<file path="config.mk">
export PLATFORM = sky130hd
export DESIGN_NAME = mem_align_unit
export DESIGN_NICKNAME = d
export VERILOG_FILES = /design/src/rtl/mem_align_pkg.sv /design/src/rtl/mem_align_unit_fmt.sv /design/src/rtl/mem_align_unit.sv
export SDC_FILE = /design/constraint.sdc
export NUM_CORES = 1
export LEC_CHECK = 0
export ABC_CLOCK_PERIOD_IN_PS = 5600
export CORE_ASPECT_RATIO = 1.5
export CORE_MARGIN = 10
export CORE_UTILIZATION = 45
export CTS_CLUSTER_SIZE = 30
export DETAILED_ROUTE_END_ITERATION = 10
export GPL_TIMING_DRIVEN = 0
export PLACE_DENSITY = 0.74
export SKIP_LAST_GASP = 1
export SYNTH_ARGS = -nofsm -noshare
export SYNTH_HDL_FRONTEND = slang
export SYNTH_SLANG_ARGS = --single-unit
</file>
<file path="constraint.sdc">
create_clock -name clk -period 5.6 [get_ports clk]
set_input_delay 1.4 -clock clk [delete_from_list [all_inputs] [get_ports clk]]
set_output_delay 1.4 -clock clk [all_outputs]
set_load 0.02 [all_outputs]
</file>
<file path="src/rtl/mem_align_pkg.sv">
// mem_align_pkg: funct3 codes, FSM states, access size, legality, lane count
package mem_align_pkg;
  typedef enum logic [2:0] {S_IDLE, S_LD0, S_LD1, S_LDC, S_ST0, S_ST1, S_RSP} state_e;
  localparam logic [2:0] F3_B = 3'd0, F3_H = 3'd1, F3_W = 3'd2, F3_D = 3'd3,
                         F3_BU = 3'd4, F3_HU = 3'd5, F3_WU = 3'd6;
  function automatic int lanes_of(input int xlen);
    return xlen / 8;
  endfunction
  function automatic logic [3:0] f3_size(input logic [2:0] f3);
    return 4'd1 << f3[1:0];
  endfunction
  function automatic logic f3_legal(input logic [2:0] f3, input logic store, input int xlen);
    return store ? (f3 == F3_B || f3 == F3_H || f3 == F3_W || (f3 == F3_D && xlen == 64))
                 : (f3 != 3'd7 && ((f3 != F3_D && f3 != F3_WU) || xlen == 64));
  endfunction
endpackage

</file>
<file path="src/rtl/mem_align_unit_fmt.sv">
// mem_align_fmt: load extract/extend from {hi,lo}; store lane shift and w0/w1 byte masks
//   f3_i funct3, off_i byte offset, wdata_i store data, lo_i/hi_i load words
//   ld_data_o formatted load, st_lo_*/st_hi_* store data and mask for w0/w1
module mem_align_fmt
  import mem_align_pkg::*;
#(
  parameter int XLEN = 32,
  localparam int LANES = XLEN / 8,
  localparam int OW = $clog2(LANES)
) (
  input  logic [2:0]       f3_i,
  input  logic [OW-1:0]    off_i,
  input  logic [XLEN-1:0]  wdata_i,
  input  logic [XLEN-1:0]  lo_i,
  input  logic [XLEN-1:0]  hi_i,
  output logic [XLEN-1:0]  ld_data_o,
  output logic [XLEN-1:0]  st_lo_data_o,
  output logic [XLEN-1:0]  st_hi_data_o,
  output logic [LANES-1:0] st_lo_we_o,
  output logic [LANES-1:0] st_hi_we_o
);
  logic [6:0] pad;
  logic [XLEN-1:0] left;
  logic signed [XLEN-1:0] sx;
  logic [LANES-1:0] mb;
  always_comb begin
    pad = 7'(XLEN) - {f3_size(f3_i), 3'b000};
    // push the selected bytes to the top, then shift back down to extend
    left = XLEN'({hi_i, lo_i} >> {off_i, 3'b000}) << pad;
    sx = $signed(left) >>> pad;
    ld_data_o = f3_i[2] ? left >> pad : sx;
    mb = LANES'((9'd1 << f3_size(f3_i)) - 9'd1);
    {st_hi_we_o, st_lo_we_o} = {{LANES{1'b0}}, mb} << off_i;
    {st_hi_data_o, st_lo_data_o} = {{XLEN{1'b0}}, wdata_i} << {off_i, 3'b000};
  end
endmodule

</file>
<file path="src/rtl/mem_align_unit.sv">
// mem_align_unit: load/store aligner with split/merge of word-crossing accesses
//   req_* request handshake and fields, mem_* synchronous RAM port (1-cycle read),
//   rsp_* response handshake with formatted data and error flag.
//   MEM_ALIGN_MISALIGN_TRAP_EN: trap misaligned accesses instead of splitting.
module mem_align_unit
  import mem_align_pkg::*;
#(
  parameter int XLEN = 32,
  parameter int ADDR_W = 32,
  localparam int LANES = lanes_of(XLEN),
  localparam int OW = $clog2(LANES)
) (
  input  logic              clk,
  input  logic              rst_n,
  input  logic              req_valid,
  output logic              req_ready,
  input  logic              req_store,
  input  logic [2:0]        req_funct3,
  input  logic [ADDR_W-1:0] req_addr,
  input  logic [XLEN-1:0]   req_wdata,
  output logic              mem_en,
  output logic [ADDR_W-1:0] mem_addr,
  output logic [LANES-1:0]  mem_we,
  output logic [XLEN-1:0]   mem_wdata,
  input  logic [XLEN-1:0]   mem_rdata,
  output logic              rsp_valid,
  input  logic              rsp_ready,
  output logic [XLEN-1:0]   rsp_data,
  output logic              rsp_err
);
  state_e state_q, state_d;
  logic [ADDR_W-1:0] addr_q, cur_addr, w0, w1, mem_addr_q, mem_addr_d;
  logic [2:0] f3_q, cur_f3;
  logic [XLEN-1:0] wdata_q, cur_wdata, lo_q, lo_d, rsp_data_q, rsp_data_d, mem_wdata_q, mem_wdata_d;
  logic [XLEN-1:0] ld_data, st_lo_data, st_hi_data;
  logic [LANES-1:0] st_lo_we, st_hi_we, mem_we_q, mem_we_d;
  logic rsp_err_q, rsp_err_d, mem_en_q, mem_en_d, split, bad;
  // in IDLE the incoming request drives the datapath so the first beat can be registered at accept
  assign cur_addr = state_q == S_IDLE ? req_addr : addr_q;
  assign cur_f3 = state_q == S_IDLE ? req_funct3 : f3_q;
  assign cur_wdata = state_q == S_IDLE ? req_wdata : wdata_q;
  assign w0 = {cur_addr[ADDR_W-1:OW], {OW{1'b0}}};
  assign w1 = w0 + ADDR_W'(LANES);
  assign split = 5'(cur_addr[OW-1:0]) + 5'(f3_size(cur_f3)) > 5'(LANES);
`ifdef MEM_ALIGN_MISALIGN_TRAP_EN
  assign bad = !f3_legal(req_funct3, req_store, XLEN) ||
               |(4'(req_addr[OW-1:0]) & (f3_size(req_funct3) - 4'd1));
`else
  assign bad = !f3_legal(req_funct3, req_store, XLEN);
`endif
  mem_align_fmt #(.XLEN(XLEN)) u_fmt (
    .f3_i(cur_f3), .off_i(cur_addr[OW-1:0]), .wdata_i(cur_wdata),
    .lo_i(split ? lo_q : mem_rdata), .hi_i(mem_rdata), .ld_data_o(ld_data),
    .st_lo_data_o(st_lo_data), .st_hi_data_o(st_hi_data),
    .st_lo_we_o(st_lo_we), .st_hi_we_o(st_hi_we)
  );
  always_comb begin
    state_d = state_q;
    lo_d = lo_q;
    rsp_data_d = rsp_data_q;
    rsp_err_d = rsp_err_q;
    case (state_q)
      S_IDLE: if (req_valid) begin
        state_d = bad ? S_RSP : req_store ? S_ST0 : S_LD0;
        rsp_data_d = '0;
        rsp_err_d = bad;
      end
      S_LD0: state_d = split ? S_LD1 : S_LDC;
      S_LD1: begin
        lo_d = mem_rdata;
        state_d = S_LDC;
      end
      S_LDC: begin
        rsp_data_d = ld_data;
        state_d = S_RSP;
      end
      S_ST0: state_d = split ? S_ST1 : S_RSP;
      S_ST1: state_d = S_RSP;
      default: state_d = rsp_ready ? S_IDLE : S_RSP;
    endcase
    mem_en_d = state_d inside {S_LD0, S_LD1, S_ST0, S_ST1};
    mem_addr_d = (state_d == S_LD1 || state_d == S_ST1) ? w1 : mem_en_d ? w0 : mem_addr_q;
    mem_we_d = state_d == S_ST0 ? st_lo_we : state_d == S_ST1 ? st_hi_we : '0;
    mem_wdata_d = state_d == S_ST0 ? st_lo_data : state_d == S_ST1 ? st_hi_data : mem_wdata_q;
  end
  always_ff @(posedge clk or negedge rst_n) begin
    if (!rst_n) begin
      state_q <= S_IDLE;
      addr_q <= '0;
      f3_q <= '0;
      wdata_q <= '0;
      lo_q <= '0;
      rsp_data_q <= '0;
      rsp_err_q <= 1'b0;
      mem_en_q <= 1'b0;
      mem_addr_q <= '0;
      mem_we_q <= '0;
      mem_wdata_q <= '0;
    end else begin
      state_q <= state_d;
      if (state_q == S_IDLE && req_valid) begin
        addr_q <= req_addr;
        f3_q <= req_funct3;
        wdata_q <= req_wdata;
      end
      lo_q <= lo_d;
      rsp_data_q <= rsp_data_d;
      rsp_err_q <= rsp_err_d;
      mem_en_q <= mem_en_d;
      mem_addr_q <= mem_addr_d;
      mem_we_q <= mem_we_d;
      mem_wdata_q <= mem_wdata_d;
    end
  end
  assign req_ready = state_q == S_IDLE;
  assign rsp_valid = state_q == S_RSP;
  assign rsp_data = rsp_data_q;
  assign rsp_err = rsp_err_q;
  assign mem_en = mem_en_q;
  assign mem_addr = mem_addr_q;
  assign mem_we = mem_we_q;
  assign mem_wdata = mem_wdata_q;
endmodule
</file>
==> key figures, run 1 <==
GRT
  – Vias in the first global route: ~11000
  – Total GRT Usage: 24.3%
  – First-pass GRT wire length: about 65000 um
  – Initial antenna violation count: 2
  – Global route overflow: 0
  – Pin count of the biggest net entering global routing: a little over 100

Placement
  – Number of port buffers: between 200 and 250
  – # placed instances: roughly 1900
  – Estimated wirelength of the detail-placed design: between 30000 and 40000 um
  – GPL Wtd Cong: a little over 1

Critical path
  – CP Capture Type: flip-flop
  – Crit Path Category: in2reg
  – Worst-path maximum fanout: 10
  – Max stage delay on crit path: around 0.58 ns
  – CP arrival: approximately 5.8 ns
  – FF-to-FF setup slack: about 0.18 ns
  – Critical Path Start Type: input pin
  – CP top delay family: buffers and inverters
  – Worst r2r src: state_q[2]$_DFF_PN0_
  – CP max stage cell: clkdlybuf4s50_1
  – Crit-path cells: clkdlybuf4s50_1, or4b_4, nand2_2, nor2_1, clkbuf_2, ha_1, inv_1, fa_1, nand2b_1, a21oi_1, o221ai_4, buf_4, buf_2, mux2i_1, nand2_1, a31oi_1, o311ai_0
  – CP required: around 5.9 ns
  – Worst Path Buf+Inv: 5
  – Capture point of the worst reg-to-reg path: rsp_data[9]$_DFFE_PN0P_
  – Number of stages on the worst setup path: 17
  – R2R cell count: 21

Drt
  – Drt first pass iters: 5
  – Via density: 5.77
  – DRC violations left: 0
  – DR WL/cell: roughly 22 um
  – Initial drt markers: ~690
  – Vias: ~11000
  – Total wire length: roughly 42000 um
  – Post-route ant nets: 0

Power and ir drop
  – Pwr dens: 673 mW/mm^2
  – Static leakage: 0.00668 uW
  – Peak supply drop: 554 uV

Clock tree
  – TritonCTS buffer count: 21
  – Sink Count: just over 200
  – H-tree depth: 1
  – CTS tree: yes
  – Hold_buf cts: 0
  – Clock buffer depth: 3
  – CTS root buf: clkbuf_16
  – Worst-path clk slew: around 0.060 ns
  – Worst skew pair latency: about 0.50 ns

Logic synthesis
  – Post-Syn Area: about 0.012 sq mm
  – Sequential share of the synthesized area: 42.8%
  – FFs w/ async S/R, synth: 100%
  – Flip-flop and latch count after synthesis: 202
  – Top_reg_cell synth: dfrtp_1
  – Post-synth EDFFs: 0
  – Synth warn: 0
  – Avg Cell Area, Syn: approximately 9 sq um
  – Cells after synthesis: 1314
  – Number of library cell types mapped by synthesis: 62

Timing
  – Post-layout minimum cycle time: 5.48 ns
  – FMAX: ~0.18 GHz
  – Max_slew headroom: a little under a quarter
  – Setup Skew: between 0.009 and 0.01 ns
  – Worst slew pin tran: between 1 and 1.5 ns
  – Fin crit share: 97.9%
  – Fin. max-slew vios: 0
  – Final setup TNS: 0 ns
  – Fin. Hold Viols: 0
  – Final setup viols: 0

Cells and area
  – Non-Filler Instances: around 1900
  – Fraction of layout cells with a size suffix above 1: about 11%
  – Final #Nets: between 1500 and 2000
  – Fillers: 2287
  – Area growth syn-to-layout: 28.6%

Floorplanning
  – Initial Utilization: between 40 and 50%
  – Die area: around 0.033 sq mm
  – Die height: between 200 and 250 um
  – Num rows: about 70
  – Core area: approximately 0.026 sq mm
  – Die Wd: around 150 um
  – I/O Pins: between 200 and 250

Outcome
  – Status: completed

Worst hold path
  – Worst Hold End: wdata_q[24]$_DFFE_PN0P_
  – HP Start: wdata_q[24]$_DFFE_PN0P_
  – Worst Hold Depth: 2
  – Hold Path Class: reg2reg

Flow run
  – Count of max-cap constraint violations: 0
==> cell type report <==
class	instances	area [sq um]	area share (%)
diodes	2	5.00	0.0330
clock buffers	30	599	3.95
repair buffers	210	2110	13.9
inverters	9	40.0	0.264
well taps	333	417	2.75
clock inverters	7	115	0.759
flip-flops and latches	202	5050	33.3
plain buffers	91	432	2.85
multi-input cells	1012	6390	42.2
==> per-stage QoR <==
| stage | hold WS (ns) | instance area, sq um | setup slack (ns) | total power, uW | util [%] |
|---|---|---|---|---|---|
| global route | 0.495 | 15200 | -0.0153 | 10800 | 58.7 |
| floorplan | 0.442 | 11800 | 0.521 | 6360 | - |
| finish | 0.474 | 15200 | 0.115 | 10200 | 58.7 |
| detailed placement | 0.463 | 14300 | -1.55 | 8460 | 55.3 |
| global placement | 0.457 | 14300 | -5.45 | 8350 | 55.2 |
| CTS | 0.478 | 15100 | 0.0127 | 10100 | 58.5 |
==> flip-flops by register name, summed over array words and instances, names as in the netlist <==
name       cells
lo_q          32
rsp_data      32
rsp_err        1
mem_en         1
addr_q        32
wdata_q       32
state_q        3
mem_addr      30
f3_q           3
mem_wdata     32
mem_we         4
==> synth_stat cells (2+ instances only) <==
cell,count,share of area (%)
nand2_1,374,12
dfrtp_1,202,43
mux2i_1,123,10
mux2_2,90,8.6
nor2_1,62,2.0
a21oi_1,57,2.4
clkbuf_1,56,1.8
o21ai_0,48,2.0
nand3_1,36,1.5
o211ai_1,33,2.1
xor2_1,18,1.3
buf_1,15,0.48
buf_2,15,0.64
a22oi_1,13,0.83
xnor2_1,12,0.89
a211oi_1,11,0.70
a22o_1,11,0.82
nor3_1,11,0.47
o31ai_1,11,0.70
and3_1,10,0.53
nand4_1,10,0.53
nor2b_1,10,0.53
o2111ai_1,10,0.74
a31oi_1,9,0.48
inv_1,6,0.19
nand2b_1,6,0.32
and2_1,4,0.21
buf_4,4,0.25
a21o_1,3,0.19
nand3b_1,3,0.19
o22ai_1,3,0.16
a211o_1,2,0.15
a32oi_1,2,0.15
buf_6,2,0.19
clkinv_1,2,0.064
ha_1,2,0.21
nor4_2,2,0.21
o311ai_0,2,0.15
==> metal layers <==
layer / GRT usage (%) / wire length, um
met1: 25.6 / 15200
met5: 0 / 0
met3: 5.01 / 2930
met2: 44.3 / 21700
met4: 13.7 / 2380
==> worst min-delay path, cell delays in order (launching register included) <==
cell     delay [ns]
dfrtp_1        0.34
nand2_1        0.05
nand2_1        0.05
==> power breakdown <==
part           total [uW]  internal [uW]  switching (uW)
clock network        1480            883             595
registers            2560           2130             426
logic                6170           2560            3610
==> cell families (layout without fill, tap and decap cells) <==
kind of cell,Yosys count,count (layout),share of synthesized area [%]
other,1,4,0.0318
xor gates and xnor gates,30,30,2.23
adders and majority gates,3,3,0.382
AOI/OAI and AO/OA,226,226,12.6
and+or+nand+nor,537,537,19.0
buffers and inverters,101,347,3.67
DFF,202,202,42.8
muxes,214,214,19.2
==> worst max path at each step <==
| stage | to | start | slack (ns) |
|---|---|---|---|
| CTS | mem_addr[11]$_DFFE_PN0P_ | req_funct3[1] | 0.01 |
| global placement | mem_addr[10]$_DFFE_PN0P_ | rst_n | -5.45 |
| floorplan | mem_addr[23]$_DFFE_PN0P_ | req_addr[0] | 0.52 |
| global route | mem_wdata[28]$_DFFE_PN0P_ | req_addr[0] | -0.02 |
| finish | rsp_data[9]$_DFFE_PN0P_ | req_funct3[1] | 0.12 |
| detailed placement | mem_addr[12]$_DFFE_PN0P_ | req_addr[0] | -1.55 |
==> timing repair <==
item                                    4_1_cts  5_1_grt
pin swaps                                     3        1
endpoints found under the setup margin      100       91
cloned                                        0        0
resized for setup                            22       17
setup buffers                                 5        0
==> cell usage in the layout, fill, tap and decap left out, drive strengths merged, types with 5 or more instances in the layout <==
cell / n
mux2i: 123
o21ai: 48
nor2: 62
nand3: 36
nand4: 10
o211ai: 33
a22oi: 13
inv: 6
a21oi: 58
a211oi: 11
dfrtp: 202
clkdlybuf4s50: 203
nand2: 374
mux2: 90
clkbuf: 88
nand2b: 6
clkinv: 5
o2111ai: 10
nor2b: 10
a31oi: 9
buf: 40
and3: 10
nor3: 11
xor2: 18
o31ai: 12
xnor2: 12
a22o: 11
(Power assumes the default switching activity.)
==> run 2: changes to the inputs <==
--- a/config.mk
+++ b/config.mk
@@ -11,7 +11,6 @@
 export CORE_UTILIZATION = 45
 export CTS_CLUSTER_SIZE = 30
 export DETAILED_ROUTE_END_ITERATION = 10
-export GPL_TIMING_DRIVEN = 0
 export PLACE_DENSITY = 0.74
 export SKIP_LAST_GASP = 1
 export SYNTH_ARGS = -nofsm -noshare
==> key figures, run 2 (same netlist as run 1, synthesis figures left out) <==
Outcome
  – Status: completed

Cells and area
  – Fraction of layout cells with a size suffix above 1: about an eighth
  – Area of the multi-input gates: about 0.0064 sq mm
  – Fillers: about 2300
  – Commonest non-fill, non-tap cell in the layout: nand2_1
  – Final core utilization: 57.8%
  – Non-Filler Instances: about 1800
  – Commonest non-fill, non-tap cells in the layout: nand2_1 (372), clkdlybuf4s50_1 (204), dfrtp_1 (202)
  – Reg area: between 0.005 and 0.006 sq mm
  – Area growth syn-to-layout: 26.7%
  – Final #Nets: about 1600

Drt
  – DR WL/cell: 19.8 um
  – Via density: roughly 5.7
  – Initial drt markers: between 700 and 800
  – Drt first pass iters: 5
  – Total wire length: 36300 um
  – DR top layer: met4
  – DR WL met2: around 19000 um
  – Vias: roughly 10000
  – Post-route ant nets: 0
  – Wl on met1: approximately 14000 um
  – DRC violations left: 0
  – Met3 wire len: around 2500 um

GRT
  – Vias in the first global route: roughly 10000
  – Global route overflow: 0
  – Initial antenna violation count: 1
  – Total GRT Usage: between 20% and 30%
  – First-pass GRT wire length: between 50000 and 60000 um
  – Pin count of the biggest net entering global routing: 98

Clock tree
  – Post-CTS Setup Bufs: 0
  – Sink Count: between 200 and 250
  – Clock buffer depth: 3
  – H-tree depth: 1
  – Worst skew pair latency: ~0.50 ns
  – TritonCTS buffer count: 22
  – Worst-path clk slew: around 0.060 ns
  – PostCTS Resize Cnt: 0
  – CTS root buf: clkbuf_16
  – Hold_buf cts: 0
  – CTS tree: yes

Placement
  – Estimated wirelength of the detail-placed design: between 20000 and 30000 um
  – Number of port buffers: about 200
  – GPL Wtd Cong: between 0.8 and 0.9
  – # placed instances: 1797

Timing
  – FMAX: around 0.19 GHz
  – Worst slew pin tran: roughly 1.0 ns
  – Final setup viols: 0
  – Fin. Hold Viols: 0
  – Max_slew headroom: 30.3%
  – Fin crit share: between 90% and 100%
  – Setup Skew: 0.0114 ns
  – Unrepaired setup endpoints after global routing: no
  – Fin. max-slew vios: 0
  – Post-layout minimum cycle time: 5.19 ns

Critical path
  – CP required: between 5 and 6 ns
  – Worst r2r src: state_q[0]$_DFF_PN0_
  – Most frequent CP cell: o21ai_0
  – Critical Path Start Type: input pin
  – Capture point of the worst reg-to-reg path: rsp_data[16]$_DFFE_PN0P_
  – Worst-path maximum fanout: 5
  – FF-to-FF setup slack: between 0.7 and 0.8 ns
  – CP max stage cell: or4b_2
  – Crit-path cells: clkdlybuf4s50_1, or4b_2, nand2_1, nor2_1, ha_1, inv_1, fa_1, nand2b_1, a21oi_1, o221ai_4, mux2_2, a222oi_1, o2111ai_1, o21ai_0, o21ai_0
  – R2R cell count: 16
  – CP Capture Type: flip-flop
  – CP arrival: ~5.6 ns
  – Crit Path Category: in2reg
  – Max stage delay on crit path: between 0.6 and 0.7 ns

Floorplanning
  – I/O Pins: approximately 210
  – Core area: approximately 0.026 sq mm
  – Die Wd: around 150 um
  – Initial Utilization: 45.6%
  – Die area: around 0.033 sq mm
  – Die height: roughly 220 um
  – Num rows: 72

Worst hold path
  – Hold Path Class: reg2reg
  – Worst Hold End: mem_wdata[27]$_DFFE_PN0P_
  – Worst Hold Depth: 2
  – HP Start: mem_wdata[27]$_DFFE_PN0P_

Power and ir drop
  – Peak supply drop: 508 uV
  – Static leakage: about 0.0066 uW
  – Pwr dens: between 600 and 700 mW/mm^2

Flow run
  – Count of max-cap constraint violations: 0
-- run 2: critical path, delay by kind of cell --
kind                       cells  cell delay [ns]
AOI/OAI and AO/OA              6             1.60
adders and majority gates      2             0.61
buffers and inverters          2             0.53
muxes                          1             0.37
and+or+nand+nor                4             1.03
-- run 2: layer usage --
layer  track usage (%)  vias up
met2              38.4      404
met4              7.40        0
met5                 0        -
li1                  -     4935
met3              4.05       54
met1              23.3     5042
-- run 2: layout make-up --
| class | count | share of cell area, % |
|---|---|---|
| flip-flops and latches | 202 | 33.8 |
| inverters | 9 | 0.259 |
| clock inverters | 9 | 0.510 |
| clock buffers | 31 | 4.32 |
| well taps | 333 | 2.79 |
| diodes | 2 | 0.0335 |
| repair buffers | 241 | 15.7 |
| multi-input cells | 1012 | 42.6 |
-- run 2: stage by stage --
stage / instance area, sq um / hold slack (ns) / total power, uW / worst slack, ns / TNS, ns
final: 15000 / 0.474 / 9690 / 0.415 / 0
after global routing: 14900 / 0.495 / 10300 / 0.194 / 0
after CTS: 14900 / 0.478 / 9720 / 0.453 / 0
after detailed placement: 14200 / 0.463 / 8240 / -0.0571 / -0.132
after global placement: 14200 / 0.454 / 8080 / 0.0673 / 0
after floorplan: 11800 / 0.442 / 6360 / 0.521 / 0
-- run 2: worst max-delay path by stage --
| stage | from | endpoint | cells after the start |
|---|---|---|---|
| 2_1_floorplan | req_addr[0] | mem_addr[23]$_DFFE_PN0P_ | 19 |
| 6_report | req_funct3[1] | rsp_data[16]$_DFFE_PN0P_ | 15 |
| 5_1_grt | req_funct3[1] | rsp_data[18]$_DFFE_PN0P_ | 15 |
| 3_3_place_gp | req_funct3[1] | rsp_data[18]$_DFFE_PN0P_ | 15 |
| 3_5_place_dp | req_funct3[1] | rsp_data[16]$_DFFE_PN0P_ | 15 |
| 4_1_cts | req_funct3[1] | rsp_data[16]$_DFFE_PN0P_ | 15 |
-- run 2: power by group --
group	total [uW]	internal (uW)	switching (uW)
Clock	1450	851	597
Combinational	5660	2470	3190
Sequential	2580	2130	448
